===== config.mk =====
export PLATFORM = sky130hd
export DESIGN_NAME = encoder_modulo
export DESIGN_NICKNAME = d
export VERILOG_FILES = /design/src/rtl/encoder_modulo.sv
export SDC_FILE = /design/constraint.sdc
export NUM_CORES = 1
export LEC_CHECK = 0
export CAP_MARGIN = 15
export CORE_ASPECT_RATIO = 1.25
export CORE_MARGIN = 1.5
export CORE_UTILIZATION = 48
export CTS_BUF_LIST = sky130_fd_sc_hd__clkbuf_8
export DETAILED_ROUTE_END_ITERATION = 10
export PLACE_DENSITY = 0.76
export SETUP_SLACK_MARGIN = 0.3
export SYNTH_ARGS = -nofsm -noshare
export SYNTH_HDL_FRONTEND = slang
export SYNTH_SLANG_ARGS = --single-unit
export TNS_END_PERCENT = 20

===== constraint.sdc =====
create_clock -name clk -period 7.5 [get_ports clk]
set_input_delay 2.25 -clock clk [delete_from_list [all_inputs] [get_ports clk]]
set_output_delay 2.25 -clock clk [all_outputs]
set_load 0.05 [all_outputs]

===== src/rtl/encoder_modulo.sv =====
// Reduces an unsigned encoder count modulo MODULUS by restoring division,
// one quotient bit per cycle, producing the electrical angle and revolution index.
module encoder_modulo #(
  parameter int IN_WIDTH = 13,
  parameter int MODULUS  = 1170,
  parameter int QW       = IN_WIDTH - ($clog2(MODULUS + 1) - 1),
  localparam int RW      = $clog2(MODULUS)
) (
  input  logic                clk,
  input  logic                reset,
  input  logic                in_valid,
  output logic                in_ready,
  input  logic [IN_WIDTH-1:0] encoder_input,
  output logic                out_valid,
  input  logic                out_ready,
  output logic [RW-1:0]       remainder,
  output logic [QW-1:0]       quotient,
  output logic                busy
);

  localparam int                SW       = (QW > 1) ? $clog2(QW) : 1;
  localparam logic [IN_WIDTH:0] MOD_EXT  = (IN_WIDTH + 1)'(MODULUS);
  localparam logic [SW-1:0]     STEP_TOP = SW'(QW - 1);

  if (MODULUS < 2 || MODULUS >= (2 ** IN_WIDTH)) begin : g_param_check
    $error("encoder_modulo: MODULUS must lie in 2 .. 2**IN_WIDTH-1");
  end

  typedef enum logic [1:0] {
    S_IDLE = 2'd0,
    S_CALC = 2'd1,
    S_DONE = 2'd2
  } state_t;

  state_t            state_q, state_d;
  logic [IN_WIDTH:0] work_q, work_d;
  logic [IN_WIDTH:0] trial;
  logic [QW-1:0]     quot_q, quot_d;
  logic [RW-1:0]     rem_q, rem_d;
  logic [SW-1:0]     step_q, step_d;

  // MODULUS<<step never exceeds IN_WIDTH bits because QW is sized from floor(log2(MODULUS)).
  assign trial = MOD_EXT << step_q;

  always_comb begin
    state_d = state_q;
    work_d  = work_q;
    quot_d  = quot_q;
    rem_d   = rem_q;
    step_d  = step_q;
    unique case (state_q)
      S_IDLE: begin
        if (in_valid) begin
          work_d  = {1'b0, encoder_input};
          quot_d  = '0;
          step_d  = STEP_TOP;
          state_d = S_CALC;
        end
      end
      S_CALC: begin
        if (work_q >= trial) begin
          work_d         = work_q - trial;
          quot_d[step_q] = 1'b1;
        end
        if (step_q == '0) begin
          rem_d   = work_d[RW-1:0];
          state_d = S_DONE;
        end else begin
          step_d = step_q - SW'(1);
        end
      end
      S_DONE: begin
        if (out_ready) state_d = S_IDLE;
      end
      default: state_d = S_IDLE;
    endcase
  end

  always_ff @(posedge clk) begin
    if (reset) begin
      state_q <= S_IDLE;
      work_q  <= '0;
      quot_q  <= '0;
      rem_q   <= '0;
      step_q  <= '0;
    end else begin
      state_q <= state_d;
      work_q  <= work_d;
      quot_q  <= quot_d;
      rem_q   <= rem_d;
      step_q  <= step_d;
    end
  end

  assign in_ready  = (state_q == S_IDLE);
  assign busy      = (state_q == S_CALC);
  assign out_valid = (state_q == S_DONE);
  assign remainder = rem_q;
  assign quotient  = quot_q;

endmodule


==> flow_summary_export.csv <==
group,metric,value,unit
power_and_ir_drop,power.leakage,0.001045,µW
cells_and_area,syn_to_final_growth,18.04,%
global_routing,track_usage,24.58,%
cells_and_area,fill_cells,438,
cells_and_area,area.sequential,640.6,µm²
power_and_ir_drop,p_per_area,217.4,mW/mm²
routing,drt_pass1_iterations,5,
routing,drt-initial-drc-count,208,
global_routing,overflow,0,
place,dpl.hpwl,4.601,mm
worst_setup_path,cp-endpoint,"busy",
logic_synthesis,seq_area_frac_synth,27.00,%
power_and_ir_drop,vdd_ir_drop_max,0.0001467,V
clocking,clkSinkCount,32,
sta,setup_viol,0,
logic_synthesis,yosys-top-cells-area,"dfxtp_1 (27%), ha_1 (8.4%), a21oi_1 (4.9%)",
worst_setup_path,crit_fanout,15,
clocking,cts_hold_buf,0,
clocking,cts_buffers,5,
clocking,clk_pin_slew_worst_paths,0.06,ns
clocking,postCtsSetupBuffers,0,
floorplan,die_area,0.005376,mm²
worst_setup_path,r2r_start,"step_q[0]",
cells_and_area,layout-drive-gt1-share,5.047,%
sta,maxSlewHeadroom,29.20,%
global_routing,grt_pass1_vias,2090,
sta,fin_setup_tns,0,ns
routing,avgViaCountPerCell,6.186,
worst_setup_path,startpoint,"state_q[1]",
place,port_buffers,33,
logic_synthesis,synth-async-reset-ratio,0,%
clocking,cts_tree,"built",
worst_setup_path,rr_endpoint,"remainder[1]",
sta,worst_pin_slew,1.058,ns
floorplan,ios,34,
logic_synthesis,avgSynthCellArea,8.124,µm²
clocking,cts_root_buffer,"clkbuf_8",
clocking,h-tree-depth,2,
outcome,status,"finished, final reports clean",
worst_setup_path,r2r_setup_slack,4.03,ns
min_path,worstHoldPathCells,1,
cells_and_area,diodes,0,
floorplan,start_util,50.16,%
logic_synthesis,synthFlopType,"dfxtp_1",
cells_and_area,fin_nets,350,
routing,via_count,2332,
logic_synthesis,yosys_warnings,0,
clocking,worstSkewPairLatency,0.28,ns
worst_setup_path,critPathRequiredTime,5.25,ns
job,maxCapViolCount,0,
global_routing,antenna_found_initial,0,
logic_synthesis,synth_top_cell_area_share,27.00,%
logic_synthesis,syn_area,0.002372,mm²
worst_setup_path,arrival,2.30,ns
floorplan,core,0.004730,mm²
sta,fin_crit,4.546,ns
sta,post-route-period-util,60.62,%
logic_synthesis,yosys.area.top_type,"dfxtp_1",
routing,wl,6.237,mm
sta,hold_slack,0.4614,ns
place,placed_area,0.002723,mm²
sta,rsz0062_at_grt,"false",
sta,skew,0.004707,ns
sta,hold_viol,0,
floorplan,die_x,65.88,µm
sta,drv_slew,0,
logic_synthesis,synth_fp_nets,325,
worst_setup_path,worstSetupPathType,"reg -> out",
floorplan,row_count,28,
cells_and_area,fin_area,0.002800,mm²
min_path,min_path_type,"reg -> reg",
worst_setup_path,worst-r2r-cell-count,8,
clocking,cts_buffer_depth,2,
cells_and_area,multi_input_area,0.001624,mm²
worst_setup_path,endpoint_kind,"primary output",
routing,drc,0,
worst_setup_path,cp-start-kind,"flop",
global_routing,grt_pass1_wl,10.17,mm
routing,wl_per_cell,16.54,µm
global_routing,grt_max_degree,37,
sta,fmax,220.0,MHz
routing,antenna_left,0,
logic_synthesis,synth_edf_count,0,
logic_synthesis,ys_ff_latch,32,
logic_synthesis,synthCells,292,
logic_synthesis,synth_cell_types,58,
clocking,cts_resized,0,
place,globalplace.congestion,0.9048,
floorplan,die_y,81.60,µm
-- final cells by class --
| cell class | count | share of cell area (%) |
|---|---|---|
| repair buffers | 34 | 12.06 |
| well taps | 60 | 2.681 |
| flip-flops and latches | 32 | 22.88 |
| clock inverters | 2 | 0.3128 |
| multi-input cells | 232 | 58.00 |
| clock buffers | 5 | 2.458 |
| inverters | 12 | 1.609 |
-- critical path, stage by stage, from the launching register on --
cell	delay [ns]
dfxtp_1	0.33
nand2b_1	0.38
inv_1	0.43
clkdlybuf4s50_1	0.88
-- flip-flops by register name, indices dropped and copies added (netlist names) --
register / cells
work_q: 14
remainder: 11
quotient: 3
state_q: 2
step_q: 2
-- metrics by stage --
stage	utilization, %	cells	setup slack, ns	power (µW)
floorplan	-	292	4.039	416.7
global placement	57.57	370	3.302	483.3
detailed placement	57.57	370	3.277	486.6
CTS	59.21	377	2.963	611.0
global route	59.21	377	2.791	648.0
finish	59.21	377	2.954	608.8
-- cell families (layout without fill, tap and decap cells) --
| kind of cell | Yosys count | after routing | share of synthesized area (%) |
|---|---|---|---|
| AO/OA/AOI/OAI | 105 | 105 | 32.49 |
| AND/OR/NAND/NOR | 92 | 92 | 19.99 |
| flip-flops | 32 | 32 | 27.00 |
| buffers and inverters | 28 | 53 | 4.536 |
| adder cells (fa/ha/maj) | 19 | 19 | 9.705 |
| XOR/XNOR | 10 | 10 | 3.692 |
| multiplexers | 6 | 6 | 2.584 |
-- power breakdown --
group          total, µW  internal (µW)  switching [µW]
clock network        121           61.6            59.3
logic                288            108             181
registers            200            185            14.9
-- cell usage after synthesis (2+ instances only) --
cell	count
buf_2	2
o21ai_1	2
o211a_1	2
nor2b_1	2
nand3_1	10
nor3_1	11
or3b_1	2
nand3b_1	6
dfxtp_1	32
nor2_1	21
a22oi_1	3
or2_1	2
o22ai_1	7
nand2_1	16
o2111ai_1	6
xor2_1	4
and2_1	5
a311o_1	2
xnor2_1	6
clkbuf_1	12
buf_1	2
o21ai_0	6
o311ai_1	2
inv_1	11
o211ai_1	3
mux2i_1	5
a211oi_1	11
a21oi_1	23
nand2b_1	3
maj3_1	3
a31oi_1	6
o31ai_1	4
or4_1	2
and3_1	5
a21o_1	8
o21a_1	6
or2_2	2
or3_1	2
ha_1	16
-- placed cells by master (no fill, tap or decap), drive strengths merged, types with 2 or more instances in the layout --
master and n:
a2111oi 3, a211oi 11, a21o 8, a21oi 24, a22oi 3, a311o 2
a311oi 2, a31oi 6, and2 5, and3 5, clkbuf 5, clkdlybuf4s50 33
dfxtp 32, ha 16, inv 13, maj3 3, mux2i 5, nand2 16
nand2b 3, nand3 10, nand3b 6, nor2 21, nor2b 2, nor3 11
o2111ai 6, o211a 2, o211ai 4, o21a 6, o21ai 9, o22ai 7
o311ai 2, o31ai 4, or2 4, or3 2, or3b 2, or4 2
xnor2 6, xor2 4
-- routing by layer --
metal | GRT usage, % | vias to the layer above | routed length [µm]
met1 | 32.74 | 1071 | 2799
met2 | 38.38 | 77 | 2948
li1 | - | 1165 | -
met5 | 0 | - | 0
met3 | 3.973 | 19 | 295
met4 | 12.29 | 0 | 193
-- worst min path at each step --
stage / endpoint / startpoint
floorplan: state_q[0] / state_q[1]
global placement: state_q[0] / state_q[1]
detailed placement: remainder[0] / remainder[0]
CTS: remainder[0] / remainder[0]
global route: remainder[0] / remainder[0]
finish: quotient[1] / quotient[1]
Note: power is estimated with default switching activity, not from simulation.
